File: src/rtl/melody_frame_if.sv
// melody_frame_if: request/symbol bus between a frame requester and melody_frame_tx
//   master drives start/req_type/payload; slave (the transmitter) drives ready/ok/tone/note/done/err
interface melody_frame_if;
  logic       start;
  logic [1:0] req_type;
  logic       p1_tone;
  logic [2:0] p1_note;
  logic       p2_tone;
  logic [2:0] p2_note;
  logic       ready;
  logic       ok;
  logic       tone;
  logic [2:0] note;
  logic       done;
  logic       err;
  modport master (
    output start, req_type, p1_tone, p1_note, p2_tone, p2_note,
    input  ready, ok, tone, note, done, err
  );
  modport slave (
    input  start, req_type, p1_tone, p1_note, p2_tone, p2_note,
    output ready, ok, tone, note, done, err
  );
endinterface

File: src/rtl/melody_frame_tx.sv
// melody_frame_tx: sends one 6-symbol melody frame (F, tense, p1, p2, G, X), one symbol per ok pulse
//   clk   rising-edge clock
//   reset synchronous active-low reset
//   bus   slave side: start/req_type/p1_*/p2_* in; ready/ok/tone/note/done/err out (all registered)
module melody_frame_tx #(
  parameter int GAP = 1
) (
  input logic           clk,
  input logic           reset,
  melody_frame_if.slave bus
);
  typedef enum logic [2:0] {IDLE, SEND, GAP_WAIT, DONE, ERR} state_t;
  localparam logic [3:0] GAP_M1 = 4'(GAP == 0 ? 0 : GAP - 1);
  state_t     state_q, state_d;
  logic [2:0] idx_q, idx_d, idx_nxt;
  logic [3:0] gap_q, gap_d;
  logic [1:0] type_q, type_d;
  logic       p1t_q, p1t_d, p2t_q, p2t_d;
  logic [2:0] p1n_q, p1n_d, p2n_q, p2n_d;
  logic       ready_q, ready_d, ok_q, ok_d, tone_q, tone_d, done_q, done_d, err_q, err_d;
  logic [2:0] note_q, note_d;
  logic [3:0] sym_nxt;
  logic       bad_req;
  assign idx_nxt = idx_q == 3'd5 ? 3'd5 : idx_q + 3'd1;
  assign bad_req = bus.req_type == 2'b00 || bus.p1_note == 3'b000 || bus.p2_note == 3'b000;
  // {tone,note} of the symbol following the current index; symbol 0 is only ever sent at acceptance
  always_comb
    sym_nxt = idx_nxt == 3'd1 ? {1'b1, type_q == 2'b01 ? 3'b001 : type_q == 2'b10 ? 3'b100 : 3'b111} :
              idx_nxt == 3'd2 ? {p1t_q, p1n_q} :
              idx_nxt == 3'd3 ? {p2t_q, p2n_q} :
              idx_nxt == 3'd4 ? 4'b0101 : 4'b0000;
  always_comb begin
    state_d = state_q;
    idx_d   = idx_q;
    gap_d   = gap_q;
    type_d  = type_q;
    p1t_d   = p1t_q;
    p1n_d   = p1n_q;
    p2t_d   = p2t_q;
    p2n_d   = p2n_q;
    ready_d = 1'b0;
    ok_d    = 1'b0;
    tone_d  = tone_q;
    note_d  = note_q;
    done_d  = 1'b0;
    err_d   = 1'b0;
    case (state_q)
      IDLE: begin
        ready_d = 1'b1;
        if (bus.start) begin
          type_d  = bus.req_type;
          p1t_d   = bus.p1_tone;
          p1n_d   = bus.p1_note;
          p2t_d   = bus.p2_tone;
          p2n_d   = bus.p2_note;
          ready_d = 1'b0;
          state_d = bad_req ? ERR : SEND;
          err_d   = bad_req;
          ok_d    = !bad_req;
          idx_d   = 3'd0;
          if (!bad_req) {tone_d, note_d} = 4'b0100;
        end
      end
      SEND: begin
        if (idx_q == 3'd5) begin
          state_d          = DONE;
          done_d           = 1'b1;
          {tone_d, note_d} = 4'b0000;
        end else if (GAP == 0) begin
          idx_d            = idx_nxt;
          ok_d             = 1'b1;
          {tone_d, note_d} = sym_nxt;
        end else begin
          state_d = GAP_WAIT;
          gap_d   = GAP_M1;
        end
      end
      GAP_WAIT: begin
        if (gap_q == 4'd0) begin
          state_d          = SEND;
          idx_d            = idx_nxt;
          ok_d             = 1'b1;
          {tone_d, note_d} = sym_nxt;
        end else gap_d = gap_q - 4'd1;
      end
      DONE, ERR: begin
        state_d = IDLE;
        ready_d = 1'b1;
      end
      default: begin
        state_d = IDLE;
        ready_d = 1'b1;
      end
    endcase
  end
  always_ff @(posedge clk) begin
    if (!reset) begin
      state_q <= IDLE;
      idx_q   <= 3'd0;
      gap_q   <= 4'd0;
      type_q  <= 2'b00;
      p1t_q   <= 1'b0;
      p1n_q   <= 3'b000;
      p2t_q   <= 1'b0;
      p2n_q   <= 3'b000;
      ready_q <= 1'b1;
      ok_q    <= 1'b0;
      tone_q  <= 1'b0;
      note_q  <= 3'b000;
      done_q  <= 1'b0;
      err_q   <= 1'b0;
    end else begin
      state_q <= state_d;
      idx_q   <= idx_d;
      gap_q   <= gap_d;
      type_q  <= type_d;
      p1t_q   <= p1t_d;
      p1n_q   <= p1n_d;
      p2t_q   <= p2t_d;
      p2n_q   <= p2n_d;
      ready_q <= ready_d;
      ok_q    <= ok_d;
      tone_q  <= tone_d;
      note_q  <= note_d;
      done_q  <= done_d;
      err_q   <= err_d;
    end
  end
  assign bus.ready = ready_q;
  assign bus.ok    = ok_q;
  assign bus.tone  = tone_q;
  assign bus.note  = note_q;
  assign bus.done  = done_q;
  assign bus.err   = err_q;
endmodule

File: src/flat_wrapper.sv
// flat-port wrapper written by rule: the top's interface ports become plain ports
module melody_frame_tx_flat 
#(
  parameter int GAP = 1
)
  (clk, reset, bus_start, bus_req_type, bus_p1_tone, bus_p1_note, bus_p2_tone, bus_p2_note, bus_ready, bus_ok, bus_tone, bus_note, bus_done, bus_err);
  melody_frame_if bus_i ();
  input logic clk;
  input logic reset;
  input wire logic [$bits(bus_i.start)-1:0] bus_start;
  input wire logic [$bits(bus_i.req_type)-1:0] bus_req_type;
  input wire logic [$bits(bus_i.p1_tone)-1:0] bus_p1_tone;
  input wire logic [$bits(bus_i.p1_note)-1:0] bus_p1_note;
  input wire logic [$bits(bus_i.p2_tone)-1:0] bus_p2_tone;
  input wire logic [$bits(bus_i.p2_note)-1:0] bus_p2_note;
  output wire logic [$bits(bus_i.ready)-1:0] bus_ready;
  output wire logic [$bits(bus_i.ok)-1:0] bus_ok;
  output wire logic [$bits(bus_i.tone)-1:0] bus_tone;
  output wire logic [$bits(bus_i.note)-1:0] bus_note;
  output wire logic [$bits(bus_i.done)-1:0] bus_done;
  output wire logic [$bits(bus_i.err)-1:0] bus_err;
  assign bus_i.start = bus_start;
  assign bus_i.req_type = bus_req_type;
  assign bus_i.p1_tone = bus_p1_tone;
  assign bus_i.p1_note = bus_p1_note;
  assign bus_i.p2_tone = bus_p2_tone;
  assign bus_i.p2_note = bus_p2_note;
  assign bus_ready = bus_i.ready;
  assign bus_ok = bus_i.ok;
  assign bus_tone = bus_i.tone;
  assign bus_note = bus_i.note;
  assign bus_done = bus_i.done;
  assign bus_err = bus_i.err;
  melody_frame_tx #(.GAP(GAP)) u_core (.clk(clk), .reset(reset), .bus(bus_i));
endmodule
File: config.mk
export PLATFORM = sky130hd
export DESIGN_NAME = melody_frame_tx_flat
export DESIGN_NICKNAME = d
export VERILOG_FILES = /design/src/rtl/melody_frame_if.sv /design/src/rtl/melody_frame_tx.sv /design/src/flat_wrapper.sv
export SDC_FILE = /design/constraint.sdc
export NUM_CORES = 1
export LEC_CHECK = 0
export BUFFER_PORTS_ARGS = -buffer_cell sky130_fd_sc_hd__buf_2
export CAP_MARGIN = 20
export CORE_ASPECT_RATIO = 0.9
export CORE_MARGIN = 5
export CORE_UTILIZATION = 49
export DETAILED_ROUTE_END_ITERATION = 7
export PLACE_DENSITY = 0.84
export SETUP_SLACK_MARGIN = 0.3
export SYNTH_ARGS = -nofsm -noshare
export SYNTH_HDL_FRONTEND = slang
export SYNTH_SLANG_ARGS = --single-unit
File: constraint.sdc
create_clock -name clk -period 1.8 [get_ports clk]
set_input_delay 0.27 -clock clk [delete_from_list [all_inputs] [get_ports clk]]
set_output_delay 0.27 -clock clk [all_outputs]
set_load 0.05 [all_outputs]
; Word level (Yosys, flattened, before mapping)
; Cells that the tools add are included.
[totals]
ram_bits = 0
wordCells = 84
latch_bits = 0
ff_bits = 28
mem_count = 0
rom_bits = 0
output_inout_bits = 8
in_bits = 13
[classes]
mux = 34
n_mul = 0
n_bitwise = 0
reduce_logical = 19
eq_ne = 15
n_div = 0
shift = 0
order_cmp = 0
add_sub_neg = 2
[ops]
columns = op, count
row1 = $mux W3, 12
row2 = $mux W4, 5
row3 = $pmux W3 S3, 2
row4 = $eq A3 B2 Y1 const B, 3
row5 = $logic_not A3 Y1, 3
row6 = $mux W1, 9
row7 = $reduce_and A3 Y1, 3
row8 = $ne A2 B2 Y1 const B, 4
row9 = $pmux W4 S2, 1
row10 = $eq A3 B1 Y1 const B, 2
row11 = $eq A3 B3 Y1 const B, 2
row12 = $pmux W3 S2, 1
row13 = $reduce_and A2 Y1, 3
row14 = $reduce_and A5 Y1, 1
row15 = $logic_not A4 Y1, 1
row16 = $ne A2 B1 Y1 const B, 2
row17 = $pmux W1 S2, 2
row18 = $reduce_bool A2 Y1, 2
row19 = $sub A4 B1 Y4 const B, 1
row20 = $add A3 B1 Y3 const B, 1
row21 = $pmux W1 S3, 1
row22 = $reduce_bool A3 Y1, 1
row23 = $eq A2 B1 Y1 const B, 1
row24 = $eq A2 B2 Y1 const B, 1
row25 = 5 further kinds, 6

; Depth between registers and ports, before layout
; Gate-level depths: netlist (run 1).
[depth]
ltp_word = 9
mapped_depth = 7
mapped_depth_nobuf = 6

; Least setup slack after synthesis (run 1)
; OpenSTA, ideal clock, no wires.
[synth_path]
kind = register to register
start = register u_core.gap_q[0]
end = register u_core.note_q[2] (netlist: u_core.bus.note[2])
path_buffers = 1
period_less_slack_ns = 1.657
path_stages_with_launch = 8
required_ns = 1.716
path_slack_ns = 0.143
setup_time_ns = 0.084
arrival_time_ns = 1.573
cell_sequence = dfxtp_1 -> inv_1 -> ha_1 -> nor3b_4 -> o22ai_2 -> or3_1 -> buf_6 -> o31ai_2
[synth_between]
elab_chain_len = 3
[synth_rtl]
columns = item, line
row1 = from (decl), melody_frame_tx.sv:16  ; logic [3:0] gap_q, gap_d;
row2 = from (signal assigned), melody_frame_tx.sv:115  ; gap_q <= gap_d;
row3 = $logic_not A4 Y1, melody_frame_tx.sv:79  ; if (gap_q == 4'd0) begin
row4 = $ne A2 B1 Y1 (no line), --
row5 = $reduce_and A5 Y1 (no line), --
row6 = to (signal assigned), melody_frame_tx.sv:124  ; note_q <= note_d;
row7 = to (decl), melody_frame_tx.sv:21  ; logic [2:0] note_q, note_d;
; No other way between the ends.
; A chain may end at the register's enable or synchronous reset.

; Worst setup path after layout (run 1)
[layout_path]
start = register u_core.gap_q[1]
end = register u_core.note_q[2] (netlist: u_core.bus.note[2])
; Same word-level chain as after synthesis.

==> impl_metrics.yaml, run 1 <==
clock_network:
  clkSinkCount: 28
  cts_made_buffers: 3
  cts_tree: "built"
  clockBufferDepth: 2
  clk_pin_slew_ps: 150
  clk_latency_ps: 330
  cts_root_buf: "clkbuf_4"
  h-tree-depth: 1
  cts_hold_buf: 0
status:
  status: "finished clean"
pwr:
  power_density_nw_per_um2: 826
  p_leak_nw: 0.642
  irDropWorstVdd_uv: 425
floorplanning:
  start_util_pct: 52.4
  die_y_um: 59.4
  die-area_um2: 3850
  dieWidth_um: 64.8
  core_area_um2: 2530
  ios: 21
  rows: 17
worst_hold_path:
  worstHoldStart: "bus_p1_tone"
  hold_path_depth: 3
  min_path_type: "input pin to flip-flop"
  min_to: "u_core.p1t_q$_SDFFE_PN0P_"
worst_setup_path:
  worst_setup_path_start_kind: "flip-flop"
  slowest_delay_ps: 390
  r2r_cells: 6
  rrSetupSlack_ps: 160
  cp-end-kind: "flip-flop"
  path_class: "flip-flop to flip-flop"
  r2r_start: "u_core.gap_q[1]$_SDFFE_PN0P_"
  required_ps: 2070
  worst-path-buf-inv: 1
  arrival_ps: 1900
  path_cells: "inv_2 -> ha_4 -> nor3b_4 -> o22ai_4 -> or3_4 -> o31ai_2"
  r2r_end: "u_core.bus.note[2]$_SDFFE_PN0P_"
  cp_top_family: "simple AND/OR/NAND/NOR gates"
  cp_max_fo: 5
  crit_slowest_cell: "or3_4"
place:
  io_buffers: 20
  place_inst: 203
  hpwl_um: 2340
  postPlaceCellArea_um2: 1460
  gp_congestion: 0.905
yosys:
  ys.flop_type: "dfxtp_1"
  synthTopCellsByArea: "dfxtp_1, nand2_1, a21oi_1, mux2i_1, nor3_1"
  synth_cell_types: 38
  synth_top_area_share_pct: 42.3
  synth_top_area_cell: "dfxtp_1"
  ys_seq_area_share_pct: 42.3
  synth_edf_count: 0
  async_flop_share_pct: 0
  synth_cells: 159
  yosys_warnings: 0
  syn_avg_cell_area_um2: 8.34
  syn_nets: 175
  ys_ff_latch: 28
  netlist_area_um2: 1330
cells_and_area:
  final_cell_count_no_fill: 211
  nets: 200
  drive_above_1_share_pct: 29.5
  fin_area_um2: 1570
  diodes: 0
  nFillCells: 236
  area_growth_pct: 18.2
global_routing:
  grt_overflow: 0
  grt_usage_pct: 17.1
  grt_pass1_vias: 1152
  antenna_found_initial: 0
  grt_max_degree: 19
  grt_pass1_wl_um: 5110
detailed_routing:
  wl_um: 3180
  first_pass_iters: 4
  antenna_left: 0
  wl_per_cell_um: 15.1
  vias_per_cell: 5.56
  drtIter0Drc: 60
  vias: 1173
  drc_errors: 0
sta:
  finalHoldViolations: 0
  period_needed_ps: 1640
  finalMaxSlewViolations: 0
  rsz0062_at_grt: "true"
  timing.slew.headroom_pct: 71.3
  finalHoldWorstSlack_ps: 158
  tightest_slew_ps: 428
  fin_setup_tns_ps: 0
  finalSetupViolCount: 0
  clock_skew_ps: 9.76
  timing.fmax_mhz: 611
  period_share_pct: 91.0
run:
  cap_viol_max_count: 0
## flip-flops by register name, summed over array words and instances, names as in the netlist
name              count
u_core.bus.tone       1
u_core.type_q         2
u_core.bus.note       3
u_core.p1t_q          1
u_core.p2n_q          3
u_core.gap_q          4
u_core.p1n_q          3
u_core.p2t_q          1
u_core.bus.ok         1
u_core.idx_q          3
u_core.bus.done       1
u_core.bus.err        1
u_core.state_q        3
u_core.bus.ready      1
## power breakdown
group | switching (mW) | internal, mW
sequential | 0.0281 | 0.660
clock | 0.186 | 0.124
combinational | 0.177 | 0.121
total | 0.391 | 0.905
## worst reg2reg max path, stage by stage (launching register included)
cell	delay, ps
dfxtp_2	360
inv_2	70
ha_4	130
nor3b_4	260
o22ai_4	130
or3_4	390
o31ai_2	230
## cell usage after synthesis (4+ instances only)
cell	instances
nor3_1	8
a21oi_1	18
inv_1	9
dfxtp_1	28
nor2_1	9
nand2_1	29
mux2i_1	4
o21ai_0	6
## worst max path at each step
stage	cells after the start	to	from
after detailed placement	4	u_core.bus.note[0]$_SDFFE_PN0P_	u_core.state_q[0]$_SDFFE_PN0P_
after CTS	6	u_core.bus.note[2]$_SDFFE_PN0P_	u_core.gap_q[1]$_SDFFE_PN0P_
after floorplan	7	u_core.bus.note[2]$_SDFFE_PN0P_	u_core.gap_q[1]$_SDFFE_PN0P_
after global routing	6	u_core.bus.note[2]$_SDFFE_PN0P_	u_core.gap_q[1]$_SDFFE_PN0P_
after global placement	4	u_core.bus.note[0]$_SDFFE_PN0P_	u_core.state_q[0]$_SDFFE_PN0P_
final	6	u_core.bus.note[2]$_SDFFE_PN0P_	u_core.gap_q[1]$_SDFFE_PN0P_
## cell families after synthesis
kind of cell	count (synthesis)	share of synthesized area, %
adders and majority gates	3	2.83
AOI/OAI and AO/OA	35	16.6
muxes	5	3.87
xor gates and xnor gates	2	1.32
and+or+nand+nor	68	26.6
DFF	28	42.3
buffers and inverters	18	6.51
## cell type report
type                            count  area [µm²]  share of cell area, %
Multi-Input combinational cell    113         727                   46.4
Inverter                           10        37.5                   2.39
Timing Repair Buffer               28         164                   10.5
Sequential cell                    28         568                   36.2
Clock buffer                        4        36.3                   2.31
Tap cell                           28        35.0                   2.23
## per-stage QoR
stage	power, mW	utilization, %	worst slack (ps)
after floorplan	0.900	-	211
after global placement	0.949	57.8	180
after detailed placement	0.961	57.8	6.76
after CTS	1.28	60.4	185
after global routing	1.35	61.9	98.3
final	1.30	61.9	163
## metal layers
metal | GRT usage [%] | vias up | share of wire (%)
met5 | 0 | - | 0
met4 | 5.42 | 0 | 1.3
met3 | 5.50 | 9 | 6.8
met2 | 30.0 | 41 | 50
met1 | 19.9 | 531 | 42
li1 | - | 592 | -
## timing repair
action | in CTS | in global routing
setup endpoints to repair | 10 | 9
gates resized for setup | 6 | 5
cloned | 0 | 0
pin swaps | 0 | 1
buffers inserted | 1 | 3
endpoints found under the hold margin | 0 | 0
## cells in the final DEF (no fill, tap or decap), types with 2 or more instances in the layout
cell and instances:
o21ai_0 6, or3b_4 3, nor2_2 2, nor2b_1 2, o21a_1 2, ha_1 2, mux2i_1 4, nor2_1 7
or3_1 2, nand3_1 3, dfxtp_1 24, clkbuf_4 3, buf_2 20, inv_1 7, nand2_1 29, a21oi_1 18
and3_1 2, nor3_1 7, inv_2 2, nand2b_1 3, xor2_1 2, buf_4 7, dfxtp_2 3
Note: power is estimated with default switching activity, not from simulation.
==> run 2, diff against run 1 <==
CORE_ASPECT_RATIO = 1.5   (was 0.9)
SKIP_LAST_GASP = 1   (was default)
==> impl_metrics.yaml, run 2 (synthesis results as in run 1) <==
cells_and_area:
  final_cell_mix: "nand2_1, dfxtp_1, buf_2"
  top_register: "u_core.gap_q"
  diodes: 0
  largest_reg_flops: 4
  drive_above_1_share_pct: 28.0
  area_growth_pct: 19.3
  fin_util_pct: 59.8
  nets: 199
  fin_area_um2: 1580
  nFillCells: 248
  ff_latch_area_um2: 566
  multi_input_area_um2: 709
  layout_commonest_cell: "nand2_1"
global_routing:
  grt_overflow: 0
  grt_usage_pct: 16.2
  grt_max_degree: 19
  use_met2_pct: 29.6
  antenna_found_initial: 0
  grt_pass1_wl_um: 4790
  gr-max-usage-layer: "met2"
  met3_usage_pct: 2.03
  grt_pass1_vias: 1132
  grtUsageMet1_pct: 17.9
place:
  gp_congestion: 0.911
  io_buffers: 20
  postPlaceCellArea_um2: 1470
  hpwl_um: 2100
worst_setup_path:
  required_ps: 2000
  arrival_ps: 1760
  r2r_cells: 4
  r2r_end: "u_core.bus.note[2]$_SDFFE_PN0P_"
  cp-end-kind: "flip-flop"
  worst_setup_path_start_kind: "flip-flop"
  cp_max_fo: 12
  r2r_start: "u_core.idx_q[1]$_SDFFE_PN0P_"
  slowest_delay_ps: 560
  path_class: "flip-flop to flip-flop"
  crit_slowest_cell: "dfxtp_1"
  path_cells: "nand2b_1 -> nor2_1 -> o311a_2 -> o31ai_2"
  rrSetupSlack_ps: 240
  worst-path-buf-inv: 0
  cp_top_family: "compound AO/OA/AOI/OAI gates"
clock_network:
  cts_made_buffers: 3
  cts_tree: "built"
  cts_hold_buf: 0
  cts_root_buf: "clkbuf_8"
  clockBufferDepth: 2
  h-tree-depth: 1
  clk_pin_slew_ps: 90
  clk_latency_ps: 270
  clkSinkCount: 28
detailed_routing:
  wl_per_cell_um: 12.9
  drc_errors: 0
  vias: 1173
  drtIter0Drc: 42
  antenna_left: 0
  wl_um: 2830
  vias_per_cell: 5.36
  first_pass_iters: 4
floorplanning:
  start_util_pct: 50.1
  die-area_um2: 3870
  dieWidth_um: 52.5
  ios: 21
  core_area_um2: 2650
  rows: 23
  die_y_um: 73.7
status:
  status: "finished clean"
sta:
  timing.slew.headroom_pct: 64.7
  finalSetupViolCount: 0
  timing.fmax_mhz: 641
  clock_skew_ps: 7.30
  finalMaxSlewViolations: 0
  period_needed_ps: 1560
  finalHoldViolations: 0
  period_share_pct: 86.7
  tightest_slew_ps: 522
  rsz0062_at_grt: "true"
  fin_setup_tns_ps: 0
pwr:
  p_leak_nw: 0.643
  power_density_nw_per_um2: 909
  irDropWorstVdd_uv: 546
  power_mw: 1.44
worst_hold_path:
  min_to: "u_core.p2t_q$_SDFFE_PN0P_"
  min_path_type: "input pin to flip-flop"
  worstHoldStart: "bus_p2_tone"
  hold_path_depth: 3
run:
  cap_viol_max_count: 0
## run 2: per-stage QoR
step / instances / setup slack [ps] / hold WS, ps
floorplan: 159 / 211 / 406
global placement: 212 / 186 / 443
detailed placement: 212 / 97.4 / 442
CTS: 218 / 234 / 222
global route: 219 / 150 / 236
finish: 219 / 240 / 230
## run 2: tightest hold or removal path, stage by stage
cell and delay (ps):
buf_2 100, nand2_1 50, a21oi_1 50
## run 2: layer usage
layer  vias up  routed length, µm
li1        591                  -
met1       541               1120
met2        35               1520
met3         6                152
met4         0                 40
met5         -                  0
## run 2: power breakdown
| part | leakage, nW | switching [mW] | total [mW] | internal [mW] |
|---|---|---|---|---|
| combinational | 0.377 | 0.168 | 0.270 | 0.103 |
| sequential | 0.230 | 0.0256 | 0.684 | 0.659 |
| clock | 0.0357 | 0.187 | 0.485 | 0.298 |
| total | 0.643 | 0.380 | 1.44 | 1.06 |
## run 2: area by class of cell
class                           instances  share of cell area [%]
Sequential cell                        28                    35.7
Inverter                               10                    2.37
Clock buffer                            3                    2.61
Multi-Input combinational cell        113                    44.8
Clock inverter                          1                    1.90
Timing Repair Buffer                   27                    9.64
Tap cell                               37                    2.92
## run 2: how the worst max path moves through the flow
stage	from	to	slack (ps)	cells past startpoint
finish	u_core.idx_q[1]$_SDFFE_PN0P_	u_core.bus.note[2]$_SDFFE_PN0P_	240	4
global route	u_core.gap_q[1]$_SDFFE_PN0P_	u_core.idx_q[1]$_SDFFE_PN0P_	150	7
CTS	u_core.gap_q[1]$_SDFFE_PN0P_	u_core.bus.note[2]$_SDFFE_PN0P_	230	6
detailed placement	u_core.state_q[0]$_SDFFE_PN0P_	u_core.bus.note[0]$_SDFFE_PN0P_	100	4
global placement	u_core.state_q[0]$_SDFFE_PN0P_	u_core.bus.note[1]$_SDFFE_PN0P_	190	4
floorplan	u_core.gap_q[1]$_SDFFE_PN0P_	u_core.bus.note[2]$_SDFFE_PN0P_	210	7
## run 2: repair_timing
item	4_1_cts	5_1_grt
gates resized for setup	6	0
gates cloned	0	0
setup endpoints to repair	9	9
pin swaps	1	0
buffers inserted	2	1
